File: src/rtl/count_datapath.sv
// Down-counter datapath answering the control FSM's clear/load/enable strobes.
// Optional PRESCALE_EN macro enables a prescaler (PRESCALE enabled cycles per step).
module count_datapath #(
  parameter int unsigned WIDTH = 8
`ifdef PRESCALE_EN
  ,
  parameter int unsigned PRESCALE = 4
`endif
) (
  input  logic             clk,
  input  logic             reset,
  input  logic             sync_clr,
  input  logic             load,
  input  logic             enable,
  input  logic [WIDTH-1:0] load_value,
  output logic [WIDTH-1:0] count,
  output logic             busy,
  output logic             done,
  output logic             tc
);

  typedef enum logic [1:0] {
    StIdle = 2'd0,
    StRun  = 2'd1,
    StDone = 2'd2
  } state_e;

  state_e state;
  logic   active;
  logic   step;

  assign active = enable && (count != '0);

`ifdef PRESCALE_EN
  localparam int unsigned PW = $clog2(PRESCALE);
  localparam logic [PW-1:0] PreLast = PW'(PRESCALE - 1);

  logic [PW-1:0] presc;

  // Only the enabled cycle where the prescaler sits at its last value decrements.
  assign step = active && (presc == PreLast);

  always_ff @(posedge clk or negedge reset) begin
    if (!reset) begin
      presc <= '0;
    end else if (sync_clr || load) begin
      presc <= '0;
    end else if (active) begin
      presc <= step ? '0 : presc + PW'(1);
    end
  end
`else
  assign step = active;
`endif

  always_ff @(posedge clk or negedge reset) begin
    if (!reset) begin
      count <= '0;
      state <= StIdle;
    end else if (sync_clr) begin
      count <= '0;
      state <= StIdle;
    end else if (load) begin
      count <= load_value;
      state <= StIdle;
    end else begin
      unique case (state)
        StIdle, StRun: begin
          if (step) begin
            count <= count - WIDTH'(1);
            state <= (count == WIDTH'(1)) ? StDone : StRun;
          end else if (active) begin
            state <= StRun;
          end
        end
        StDone:  state <= StIdle;
        default: state <= StIdle;
      endcase
    end
  end

  assign busy = (state == StRun);
  assign done = (state == StDone);
  assign tc   = (count == '0);

endmodule

File: config.mk
export PLATFORM = sky130hd
export DESIGN_NAME = count_datapath
export DESIGN_NICKNAME = d
export VERILOG_FILES = /design/src/rtl/count_datapath.sv
export SDC_FILE = /design/constraint.sdc
export NUM_CORES = 1
export LEC_CHECK = 0
export CAP_MARGIN = 10
export CORE_ASPECT_RATIO = 1.25
export CORE_MARGIN = 4
export CORE_UTILIZATION = 40
export CTS_BUF_LIST = sky130_fd_sc_hd__clkbuf_16
export CTS_CLUSTER_SIZE = 10
export DETAILED_ROUTE_END_ITERATION = 6
export PLACE_DENSITY = 0.73
export SETUP_SLACK_MARGIN = 0.4
export SYNTH_ARGS = -nofsm -noshare
export SYNTH_HDL_FRONTEND = slang
export SYNTH_SLANG_ARGS = --single-unit
File: constraint.sdc
create_clock -name clk -period 2.15 [get_ports clk]
set_input_delay 0.215 -clock clk [delete_from_list [all_inputs] [get_ports clk]]
set_output_delay 0.215 -clock clk [all_outputs]
set_load 0.1 [all_outputs]
==> metrics.txt, run 1 <==
status=completed; Setup CP Type=reg -> out; Slew HR=0.687; DRT Wirelength=2010 um; count leader, synth=dfrtp_1; Main synth FF type=dfrtp_1; CTS Buf Count=3; Seq/Total Area, Yosys=0.385; DIE HEIGHT=53.1 um; worst path arrival time=1.64 ns; Area Growth Syn to Fin=73.7%; Cell Area, Placed=952 sq um; vias per inst=5.84; Overall Global Routing Usage=0.202; leakage power=0.461 nW; DRT Pass-1 Iters=4; async set-or-reset flop fraction in the synthesized netlist=1.00; # Max-Cap Violations=0; Mapped Cells=72; DIE AREA=2340 sq um; post-synthesis cell type with the largest combined area=dfrtp_1; Mapped Area=651 sq um; Req. time, crit path=1.93 ns; Worst IR Drop VDD=0.480 mV; Crit Path Max Fanout=4; largest net degree at the start of global routing=13; H-Tree Depth=1; endpoints failing hold=0; Final Cycle Share=0.862; Antenna Nets Post-Route=0; Top-Level Pins=24; DP Wirelength=1250 um; net count after synthesis=88; R2R setup slack=0.30 ns; CTS Hold Bufs=0; Power Density=810 nW/um^2; setup TNS=0 ns; input/output buffers=23; post-layout power=915 uW; clk sink count=10; RSZ-0062 raised after global routing=true; Reg clk slew, reported paths=0.04 ns; Clock Latency Late Sink=0.24 ns; #FFs+latches synth=10; initial antenna violation count=0; distinct cell type count of the synthesized netlist=28; CTS root buf=clkbuf_16; Die X=44.1 um; Clock Skew=0.00363 ns; WL/cell=16.1 um; GRT overflow=0; ant diodes=0; post-route cell area=1130 sq um; Placement Rows=16; final setup vio count=0; Area contributors post-synth=dfrtp_1, ha_1, nor2_1; initial core utilization=0.417; drt initial violations=20; ratio of cells with drive above 1 in the final layout=0.430; Post-synth EDFFs=0; Synth top area share=0.385; vias in the first global route=717; Avg Inst Size Synth=9.04 sq um; top cells by count, synth=dfrtp_1, nor2_1, a211oi_1, inv_1, nor4_1; Synth Warn #=0; fillers=121; Residual DRC=0; Worst Tran Pin Value=0.468 ns; Max clock buf depth=2; startpoint types=register; CP Capture Type=output port; global-route wire length before repair=3380 um; max-slew violations=0; FMAX=0.540 GHz; total number of vias=730; global placer's final weighted congestion=0.779; hold crit path type=in -> async; Layout Nets=124; crit path time final=1.85 ns; Core Region=1560 sq um; CTS tree=built
[flip-flops by register name, indices dropped and copies added (netlist names)]
name   cells
count      8
state      2
[worst max-delay path, stage by stage (launching register included)]
cell,delay (ns)
dfrtp_4,0.49
inv_4,0.09
ha_4,0.13
nor3b_4,0.26
nand2_2,0.13
clkinvlp_4,0.13
buf_12,0.17
[power by group]
part           switching, mW  internal, mW  total, mW
Sequential            0.0278         0.210      0.237
Combinational          0.219         0.129      0.348
Clock                 0.0859         0.244      0.330
[logic make-up after synthesis]
logic type | Yosys count | synth area share
compound gates | 13 | 0.142
flops | 10 | 0.385
simple gates | 36 | 0.335
xor+xnor | 3 | 0.0404
buf+inv | 7 | 0.0404
fa+ha+maj | 3 | 0.0577
[per-layer routing]
metal  vias to the layer above  share of wire  track usage
li1                        349              -            -
met4                         0          0.022        0.121
met1                       338           0.39        0.244
met2                        38           0.52        0.325
met3                         5          0.074       0.0408
met5                         -              0            0
[area by class of cell]
type | instances | area (sq um) | area share
clock buffer | 3 | 75.1 | 0.0664
clock inverter | 1 | 3.75 | 0.00332
inverter | 4 | 23.8 | 0.0210
multi-input combinational | 55 | 437 | 0.386
sequential | 10 | 270 | 0.239
tap | 18 | 22.5 | 0.0199
timing repair buffer | 34 | 298 | 0.264
[through the flow]
stage	worst slack, ns	instances	hold WS (ns)	utilization
after floorplan	-0.0128	72	-0.0806	-
after global placement	0.125	110	0.533	0.610
after detailed placement	0.0627	110	0.536	0.610
after CTS	0.316	125	0.321	0.717
after global routing	0.235	125	0.347	0.724
final	0.298	125	0.304	0.724
[worst paths after layout]
check / cells after the start / to / start
max in group asynchronous: 1 / count[0] / reset
worst min register to register: 1 / state[1] / state[1]
worst min-delay path: 1 / count[2] / reset
worst max-delay path: 6 / tc / count[1]
worst max register to register: 3 / count[6] / count[3]
min in group clk: 3 / count[2] / load_value[2]
[layout by cell type (no fill, tap or decap), drive strengths merged]
cell type	count
clkbuf	3
nor4bb	3
a32oi	1
o311ai	1
dfrtp	10
o21ai	1
a211oi	4
nor4	4
or2b	1
buf	22
clkinv	1
clkinvlp	1
a21oi	3
clkdlybuf4s50	12
or4b	1
a31oi	1
xnor2	3
nand3	2
a221o	1
nand2	3
nor3	1
or4	2
nor2b	3
a311oi	1
ha	3
nand4	3
nor2	9
nand2b	1
nand3b	2
nor3b	1
inv	3
[timing repair]
action / 4_1_cts / 5_1_grt
pin swaps: 3 / 2
setup buffers: 11 / 0
resized for setup: 1 / 2
setup endpoints to repair: 3 / 7
Note: power is estimated with default switching activity, not from simulation.
==> inputs of run 2 (changes only) <==
--- a/config.mk
+++ b/config.mk
@@ -9,7 +9,7 @@
 export CORE_ASPECT_RATIO = 1.25
 export CORE_MARGIN = 4
 export CORE_UTILIZATION = 40
-export CTS_BUF_LIST = sky130_fd_sc_hd__clkbuf_16
+export CTS_BUF_LIST = sky130_fd_sc_hd__clkbuf_8
 export CTS_CLUSTER_SIZE = 10
 export DETAILED_ROUTE_END_ITERATION = 6
 export PLACE_DENSITY = 0.73
==> run 2 against run 1 <==
  * Cell count is the same
  * Clock skew hardly changed
  * Register-to-register slack gained 0.02 ns
  * Die area did not move
==> metrics.txt, run 2 (synthesized netlist as in run 1, its figures left out) <==
Worst Setup EP=count[6]; max-slew violations=0 (unchanged); ant diodes=0 (unchanged); clk sink count=10 (unchanged); worst path arrival time=1.98 ns (+0.34 ns); Power Density=742 nW/um^2 (-8.4%); Worst IR Drop VDD=0.438 mV (-8.9%); post-layout power=823 uW (-10%); R2R setup slack=0.31 ns (+0.02 ns); hold crit path type=in -> async; CTS root buf=clkbuf_8; RSZ-0062 raised after global routing=true; ratio of cells with drive above 1 in the final layout=0.458 (+0.0280); Post-Place Cells=110 (unchanged); Reg clk slew, reported paths=0.05 ns (about the same); post-route cell area=1110 sq um (-1.8%); DRT Wirelength=1890 um (-5.8%); leakage power=0.450 nW (-2.5%); Die X=44.1 um (unchanged); CP Capture Type=register; Regs by FF count=count x8, state x2; fillers=125 (+3.3%); routing usage on met2=0.308 (-0.0170); DP Wirelength=1250 um (unchanged); Max clock buf depth=2 (unchanged); FF-to-FF End=count[6]; Core Region=1560 sq um (unchanged); Top reg by flops=count; Residual DRC=0 (unchanged); largest net degree at the start of global routing=13 (unchanged); Area Growth Syn to Fin=70.6%; Overall Global Routing Usage=0.186 (-0.0169); DRT Pass-1 Iters=4 (unchanged); Final Cycle Share=0.854 (-0.00738); Clock Latency Late Sink=0.24 ns (about the same); Crit. Startpoint=count[3]; Post-Layout Cell Count=125 (unchanged); FF-to-FF path depth=3 (unchanged); R2R Path Start=count[3]; drt initial violations=11 (-45%); H-Tree Depth=1 (unchanged); initial core utilization=0.417 (unchanged); Req. time, crit path=2.29 ns (+0.36 ns); WL/cell=15.1 um (-5.8%); global placer's final weighted congestion=0.779 (unchanged); vias in the first global route=672 (-6.3%); CTS tree=built; most frequent cells in the layout=buf_4, clkdlybuf4s50_1, nor2_1; Antenna Nets Post-Route=0 (unchanged); Worst Tran Pin Value=0.466 ns (-0.00244 ns); most common cell after layout, fill and taps aside=buf_4; Placement Rows=16 (unchanged); endpoints failing hold=0 (unchanged); FMAX=0.544 GHz (+0.86%); # Max-Cap Violations=0 (unchanged); input/output buffers=23 (unchanged); Layout Nets=124 (unchanged); Clock Skew=0.00404 ns (+0.000410 ns); CTS Hold Bufs=0 (unchanged); met1 GRT Util=0.228 (-0.0166); Cell Area, Placed=952 sq um (unchanged); GR Util met3=0.0306 (-0.0102); initial antenna violation count=0 (unchanged); Setup CP Type=reg -> reg; setup TNS=0 ns (unchanged); DIE HEIGHT=53.1 um (unchanged); status=completed; global-route wire length before repair=3130 um (-7.6%); vias per inst=5.67 (-2.9%); Top-Level Pins=24 (unchanged); hold slack final=0.298 ns (-0.00636 ns); startpoint types=register; Slew HR=0.688 (+0.00163); Crit Path Max Fanout=4 (unchanged); CTS Buf Count=3 (unchanged); crit path time final=1.84 ns (-0.0159 ns); GRT overflow=0 (unchanged); max FFs per register=8 (unchanged); busiest grt layer=met2; DIE AREA=2340 sq um (unchanged); final setup vio count=0 (unchanged); total number of vias=709 (-2.9%)
[run 2: changes by cell type in the layout (fill, tap and decap cells not counted)]
cell,delta
clkbuf_16,-3
a21oi_1,-2
clkinv_1,-1
or4b_2,+1
clkbuf_8,+4
or4b_4,-1
a21oi_2,+2
[run 2: critical path, cell delays in order, from the launching register on]
cell and delay, ns:
dfrtp_4 0.50, or4_4 0.56, or4_1 0.43, a311oi_2 0.25
[run 2: area by class of cell]
class,instances,area [sq um],share of cell area
clock buffer,4,55.1,0.0496
tap,18,22.5,0.0203
inverter,4,23.8,0.0214
timing repair buffer,34,298,0.268
multi-input combinational,55,440,0.397
sequential,10,270,0.244
[run 2: power by group]
part / internal, mW / switching, mW / leakage [nW]
combinational: 0.131 / 0.218 / 0.301
clock: 0.161 / 0.0778 / 0.0288
sequential: 0.209 / 0.0262 / 0.120
total: 0.501 / 0.322 / 0.450
[run 2: what timing repair did]
| item | 4_1_cts | 5_1_grt |
|---|---|---|
| setup endpoints to repair | 3 | 8 |
| pin swaps | 3 | 2 |
| resized for setup | 1 | 3 |
| setup buffers | 10 | 1 |
[run 2: how the worst min path moves through the flow]
stage	slack (ns)	end	start	cells after the start
2_1_floorplan	-0.08	count[4]	reset	0
3_5_place_dp	0.54	state[1]	state[1]	1
4_1_cts	0.32	count[2]	reset	1
3_3_place_gp	0.53	state[1]	state[1]	1
6_report	0.30	count[3]	reset	1
5_1_grt	0.34	count[3]	reset	1
[run 2: metrics by stage]
stage,setup slack (ns),util
after floorplan,-0.0128,-
after global placement,0.125,0.610
after detailed placement,0.0627,0.610
after CTS,0.315,0.697
after global routing,0.249,0.711
final,0.313,0.711
[run 2: per-layer routing]
layer | share of wire | vias up
met5 | 0 | -
li1 | - | 342
met2 | 0.50 | 31
met4 | 0.025 | 0
met3 | 0.052 | 5
met1 | 0.42 | 331
